### config.mk
export PLATFORM = sky130hd
export DESIGN_NAME = mul_xxbit_booth_r4
export DESIGN_NICKNAME = d
export VERILOG_FILES = /design/src/rtl/mul_xxbit_booth_r4.sv
export SDC_FILE = /design/constraint.sdc
export NUM_CORES = 1
export LEC_CHECK = 0
export BUFFER_PORTS_ARGS = -buffer_cell sky130_fd_sc_hd__buf_2
export CAP_MARGIN = 20
export CORE_UTILIZATION = 55
export CTS_BUF_LIST = sky130_fd_sc_hd__clkbuf_4
export DETAILED_ROUTE_END_ITERATION = 12
export MAX_ROUTING_LAYER = met4
export PLACE_DENSITY = 0.85
export RECOVER_POWER = 50
export SLEW_MARGIN = 30
export SYNTH_ARGS = -nofsm -noshare
export SYNTH_HDL_FRONTEND = slang
export SYNTH_SLANG_ARGS = --single-unit
### constraint.sdc
create_clock -name i_clk -period 4.4 [get_ports i_clk]
set_clock_uncertainty 0.05 [all_clocks]
set_input_delay 0.22 -clock i_clk [delete_from_list [all_inputs] [get_ports i_clk]]
set_output_delay 0.22 -clock i_clk [all_outputs]
set_load 0.02 [all_outputs]
### src/rtl/mul_xxbit_booth_r4.sv
// mul_xxbit_booth_r4
// Iterative radix-4 Booth multiplier: DATA_WIDTH x DATA_WIDTH -> 2*DATA_WIDTH.
// Signed or unsigned operation is chosen per operation by i_sgn. The block retires
// two multiplier bits per cycle and finishes in DATA_WIDTH/2+1 cycles.
//
// Ports
//   i_clk    clock, rising edge
//   i_rst    synchronous reset, active high
//   i_vld    operands valid
//   o_rdy    operands can be accepted this cycle
//   i_sgn    1: two's complement operands, 0: unsigned operands
//   i_num_a  multiplicand
//   i_num_b  multiplier
//   i_kill   abort the operation in flight (ignored while idle)
//   o_vld    product valid
//   i_rdy    consumer accepts the product
//   o_res    product, held until the next completion, kill or reset
//   o_busy   iteration in progress
module mul_xxbit_booth_r4 #(
  parameter int unsigned DATA_WIDTH = 8
) (
  input  logic                      i_clk,
  input  logic                      i_rst,
  input  logic                      i_vld,
  output logic                      o_rdy,
  input  logic                      i_sgn,
  input  logic [DATA_WIDTH-1:0]     i_num_a,
  input  logic [DATA_WIDTH-1:0]     i_num_b,
  input  logic                      i_kill,
  output logic                      o_vld,
  input  logic                      i_rdy,
  output logic [2*DATA_WIDTH-1:0]   o_res,
  output logic                      o_busy
);

  localparam int unsigned EW   = DATA_WIDTH + 2;       // extended operand width
  localparam int unsigned AW   = 2 * DATA_WIDTH + 4;   // accumulator width
  localparam int unsigned N    = DATA_WIDTH / 2 + 1;   // iterations
  localparam int unsigned CW   = $clog2(N);
  localparam logic [CW-1:0] LAST = CW'(N - 1);

  if ((DATA_WIDTH % 2) != 0 || DATA_WIDTH < 4) begin : g_bad_width
    $error("mul_xxbit_booth_r4: DATA_WIDTH must be even and >= 4");
  end

  typedef enum logic [1:0] {
    IDLE,
    CALC,
    DONE
  } state_t;

  state_t state_q, state_d;

  logic [CW-1:0] cnt_q;
  logic [AW-1:0] acc_q;
  logic [AW-1:0] mcand_q;   // multiplicand, pre-shifted to weight 4^cnt
  logic [EW:0]   mplr_q;    // {multiplier, b[-1]}, shifted right 2 per cycle
  logic [AW-1:0] pp;
  logic [AW-1:0] acc_nxt;
  logic [EW-1:0] a_ext;
  logic [EW-1:0] b_ext;
  logic          accept;
  logic          last;

  // Extension to DW+2 bits makes every operand a non-negative or negative
  // two's complement value that the signed Booth recoding handles exactly.
  assign a_ext = {{2{i_sgn & i_num_a[DATA_WIDTH-1]}}, i_num_a};
  assign b_ext = {{2{i_sgn & i_num_b[DATA_WIDTH-1]}}, i_num_b};

  assign o_vld  = (state_q == DONE);
  assign o_busy = (state_q == CALC);

  // In DONE, a kill takes priority over a same-cycle handshake, so new
  // operands are not offered acceptance then.
  always_comb begin
    o_rdy = 1'b0;
    case (state_q)
      IDLE:    o_rdy = 1'b1;
      DONE:    o_rdy = i_rdy & ~i_kill;
      default: o_rdy = 1'b0;
    endcase
  end

  assign accept = i_vld & o_rdy;
  assign last   = (cnt_q == LAST);

  always_comb begin
    pp = '0;
    case (mplr_q[2:0])
      3'b001, 3'b010: pp = mcand_q;
      3'b011:         pp = mcand_q << 1;
      3'b100:         pp = -(mcand_q << 1);
      3'b101, 3'b110: pp = -mcand_q;
      default:        pp = '0;
    endcase
  end

  assign acc_nxt = acc_q + pp;

  always_comb begin
    state_d = state_q;
    case (state_q)
      IDLE: begin
        if (accept) state_d = CALC;
      end
      CALC: begin
        if (i_kill)    state_d = IDLE;
        else if (last) state_d = DONE;
      end
      DONE: begin
        if (i_kill)      state_d = IDLE;
        else if (i_rdy)  state_d = accept ? CALC : IDLE;
      end
      default: state_d = IDLE;
    endcase
  end

  always_ff @(posedge i_clk) begin
    if (i_rst) state_q <= IDLE;
    else       state_q <= state_d;
  end

  always_ff @(posedge i_clk) begin
    if (i_rst) begin
      cnt_q   <= '0;
      acc_q   <= '0;
      mcand_q <= '0;
      mplr_q  <= '0;
      o_res   <= '0;
    end else if (i_kill && state_q != IDLE) begin
      cnt_q   <= '0;
      acc_q   <= '0;
      o_res   <= '0;
    end else if (accept) begin
      cnt_q   <= '0;
      acc_q   <= '0;
      mcand_q <= {{(AW-EW){a_ext[EW-1]}}, a_ext};
      mplr_q  <= {b_ext, 1'b0};
    end else if (state_q == CALC) begin
      cnt_q   <= cnt_q + 1'b1;
      acc_q   <= acc_nxt;
      mcand_q <= mcand_q << 2;
      mplr_q  <= {2'b00, mplr_q[EW:2]};
      if (last) o_res <= acc_nxt[2*DATA_WIDTH-1:0];
    end
  end

endmodule
# Yosys cells after proc, flatten, opt, wreduce, memory -nomap -nowiden
# Index checks and enable logic that the tools add are counted.
[word_totals]
word_cells = 53
in_bits = 22
reg_bits = 72
output_inout_bits = 19
[op_classes]
n_addsub = 4
bitwise = 7
n_reduce_logical = 11
n_eq_ne = 12
muxes = 13
[op_table]
columns = ["op", "count"]
rows = [
  ["$pmux W20 S4", 1],
  ["$mux W20", 2],
  ["$neg A20 Y20", 2],
  ["$mux W11", 2],
  ["$add A20 B20 Y20", 1],
  ["$eq A3 B3 Y1 const B", 4],
  ["$mux W2", 5],
  ["$eq A3 B2 Y1 const B", 2],
  ["$ne A3 B2 Y1 const B", 2],
  ["$pmux W2 S3", 1],
  ["$reduce_and A3 Y1", 2],
  ["$reduce_or A2 Y1", 3],
  ["$and A1 B1 Y1", 4],
  ["$reduce_bool A2 Y1", 2],
  ["$add A3 B1 Y3 const B", 1],
  ["$eq A3 B1 Y1 const B", 1],
  ["$not A1 Y1", 3],
  ["$reduce_or A3 Y1", 1],
  ["$eq A2 B1 Y1 const B", 1],
  ["$eq A2 B2 Y1 const B", 1],
  ["$logic_not A2 Y1", 1],
  ["$ne A2 B2 Y1 const B", 1],
  ["$pmux W1 S2", 1],
  ["$reduce_and A2 Y1", 1],
  ["other kinds (2)", 2],
]

# Longest topological paths before layout
[logic_depth]
depth_word = 8
depth_mapped = 17
mapped_depth_nobuf = 17

# Worst setup path before layout
# No wires, ideal clock.
[synth_path]
path_type = "flip-flop to flip-flop"
from = "register mcand_q[2]"
to = "register acc_q[14]"
path_buffers = 2
setup_slack_ns = 0.729
setup_time_ns = 0.116
path_stages_with_launch = 15
t_required_ns = 4.234
period_less_slack_ns = 3.671
arrival_ns = 3.505
path_cell_list = "dfxtp_1 buf_6 or4_4 buf_6 or3_2 xor2_1 a221o_1 ha_1 a21o_1 a211o_1 a21oi_1 o21ai_0 a21oi_1 xnor2_1 a31o_2"
[synth_between]
elab_chain_len = 3
elab_cells_between_ends = 4
classes_between = "add/sub (3); mux (1)"
[synth_rtl]
columns = ["item", "line_no", "text"]
rows = [
  ["from (decl)", "56", "logic [AW-1:0] mcand_q;"],
  ["from (signal assigned)", "137", "mcand_q <= {{(AW-EW){a_ext[EW-1]}}, a_ext};"],
  ["from (signal assigned)", "142", "mcand_q <= mcand_q << 2;"],
  ["$neg A20 Y20 (on tied branches)", "93, 92", ""],
  ["$pmux W20 S4 (*)", "89", "case (mplr_q[2:0])"],
  ["$add A20 B20 Y20 (*)", "98", "assign acc_nxt = acc_q + pp;"],
  ["to (signal assigned)", "141", "acc_q <= acc_nxt;"],
  ["to (decl)", "55", "logic [AW-1:0] acc_q;"],
]
# Mark *: on every way between the ends. The rest lies on a longest branch, timed or not.
# A chain may end at the register's enable or synchronous reset.

# Worst setup path in the final report
[layout_path]
from = "register mcand_q[2]"
to = "register acc_q[15]"
# Same word-level chain as after synthesis.

==> impl_metrics.toml <==
[run_status]
status = "finished clean"

[pwr]
sw_frac_of_total_pct = 34.9
combPwrFrac_pct = 28.3
pwr-share-clk_pct = 26.2
peakVddDrop_uv = 242
pwr_density_cell_nw_per_um2 = 318
internal-power_mw = 0.927
p_seq_share_pct = 45.5
power_switching_mw = 0.497
p_leak_nw = 1.73

[placement]
post-place-ws_ns = 0.516
portBuffers = 40
dp_hpwl_um = 7410
gp_congestion = 0.912

[worst_setup_path]
crit_required_ns = 4.67
critPathMaxFanout = 9
path_class = "flop to flop"
critPathArrivalTime_ns = 4.19
crit_path_end_kind = "flop"
crit_path_start_kind = "flop"

[yosys]
synth_area_um2 = 4210
ys_types = 61
synth.most_common_cell = "nand2_1"
syn_avg_cell_area_um2 = 7.52
synth_cells = 560
synthFlopType = "dfxtp_1"
ys_seq_elements = 63
synth_seq_area_share_pct = 29.9
synth_edf_count = 0
netlist.area_leader.share_pct = 29.9
synth_warnings = 0
synth_area_leaders = "dfxtp_1, nand2_1, a21oi_1"
yosys.area.top_type = "dfxtp_1"
synthTopCellsByCount = "nand2_1, a21oi_1, dfxtp_1"
synth_nets = 601
synthArstFlopShare_pct = 0

[die]
ios = 41
start_util_pct = 57.5
row_count = 31
fp.dieH_um = 89.5
core-area_um2 = 7330
dieArea_um2 = 8010
die_x_um = 89.5

[detailed_routing]
via_per_inst = 5.95
drt-initial-drc-count = 310
dr_total_vias = 4030
drtAntennaViolNets = 0
wl_per_cell_um = 15.4
dr.pass1.iters = 4
wirelength_um = 10400
drc_errors = 0

[global_route]
grt_usage_pct = 29.1
grt_overflow = 0
grt_max_degree = 40
grt_pass1_wl_um = 17400
antenna_found_initial = 0
grt_pass1_vias = 3803

[clock_tree]
ctsHtreeMaxLevel = 3
path_clk_slew_ns = 0.11
clock_latency_ns = 0.43
numCtsBuffers = 9
cts_buffer_depth = 2
cts_tree = "yes"
ctsRootBufferMaster = "clkbuf_4"
clock-sinks = 63

[final_layout]
seq_area_um2 = 1260
area_delta_synth_final_pct = 6.24
multi_input_area_um2 = 2700
nets = 617
antenna_cells = 0
fillCellCount = 655
drive_gt1_share_pct = 11.1

[timing]
slew_violations = 0
tightest_slew_ns = 1.21
finalSetupTns_ns = 0
fmax_ghz = 0.255
fin_ws_ns = 0.484
fin_crit_ns = 3.92
period_share_pct = 89.0
rsz0062_at_grt = "no"
relSlewSlack_pct = 18.9
hold_violations = 0
setup_viol = 0

[hold_path]
worstHoldPathType = "input port to flop"

[job]
cap_viol_max_count = 0
-- stage by stage --
stage	instance area, um2	power, mW	cells	hold slack (ns)	util, %
finish	4480	1.42	677	0.00663	61.1
global route	4480	1.50	677	0.00714	61.1
floorplan	4210	0.977	560	0.306	-
CTS	4500	1.42	677	0.00213	61.4
global placement	4360	1.03	661	0.389	59.4
detailed placement	4360	1.05	661	0.398	59.5
-- final timing paths --
| kind | from | to | slack [ns] | cells after the start |
|---|---|---|---|---|
| setup / recovery | mcand_q[2] | acc_q[15] | 0.48 | 14 |
| hold / removal | i_num_b[7] | mplr_q[9] | 0.007 | 3 |
| setup reg to reg | mcand_q[2] | acc_q[15] | 0.48 | 14 |
| hold reg to reg | o_res[8] | o_res[8] | 0.41 | 2 |
-- per-layer routing --
metal | wire, um | GRT usage, % | vias up | share of wire (%)
met2 | 5000 | 47.0 | 106 | 48
met5 | 0 | - | - | 0
met1 | 4750 | 35.4 | 1891 | 45
met4 | 211 | 10.7 | 0 | 2.0
li1 | - | - | 2012 | -
met3 | 479 | 6.65 | 21 | 4.6
-- what timing repair did --
item / in CTS / in global routing
hold buffers: 3 / 0
endpoints found under the hold margin: 3 / 0
gates resized for setup: 0 / 0
setup buffers: 0 / 0
-- cells in the final DEF, fill, tap and decap left out, types with 6 or more instances in the layout --
master,netlist,layout
nor2_1,46,45
clkbuf_1,31,19
dfxtp_1,63,63
xnor2_1,16,16
a21oi_1,76,76
nand3_1,7,7
a21o_1,6,6
buf_2,3,22
inv_1,8,8
nand2_1,104,104
nor3_1,22,22
clkbuf_4,0,10
a311oi_1,13,13
xor2_1,15,15
a211oi_1,16,16
nand2b_1,7,7
ha_1,18,18
mux2_2,6,6
o21ai_0,19,19
-- worst max-delay path: stages, from the launching register on --
cell	delay, ns
dfxtp_1	0.41
or4_4	0.64
nor2_1	0.22
nor2_1	0.06
mux2_2	0.27
a32oi_1	0.14
o21ai_0	0.13
ha_1	0.37
a2111oi_0	0.42
o21ai_0	0.26
nand2_1	0.14
a21oi_1	0.11
and4_2	0.26
o21a_1	0.18
o21a_1	0.16
-- cell type report --
cell class | count | area share [%]
clock inverter | 3 | 0.839
timing repair buffer | 49 | 5.56
multi-input combinational | 445 | 60.3
sequential | 63 | 28.2
tap | 99 | 2.77
inverter | 8 | 0.671
clock buffer | 10 | 1.68
-- kinds of logic (layout without fill, tap and decap cells) --
| group | count (synthesis) | in the layout | share of synthesized area [%] |
|---|---|---|---|
| AO/OA/AOI/OAI | 167 | 167 | 25.1 |
| XOR/XNOR | 32 | 32 | 6.98 |
| buffers and inverters | 52 | 70 | 6.06 |
| multiplexers | 10 | 10 | 2.55 |
| adder cells (fa/ha/maj) | 19 | 19 | 5.82 |
| AND/OR/NAND/NOR | 217 | 217 | 23.5 |
| flip-flops | 63 | 63 | 29.9 |
-- sequential cells by signal, indices dropped and copies added (netlist names) --
signal / flops
acc_q: 16
cnt_q: 3
mcand_q: 16
mplr_q: 10
o_res: 16
state_q: 2
-- power groups by stage --
stage / Sequential, mW / Combinational (mW) / Clock, mW
floorplan: 0.627 / 0.350 / 0
global placement: 0.656 / 0.378 / 0
detailed placement: 0.659 / 0.393 / 0
CTS: 0.646 / 0.399 / 0.376
global route: 0.652 / 0.447 / 0.397
finish: 0.647 / 0.403 / 0.374
(Power assumes the default switching activity.)
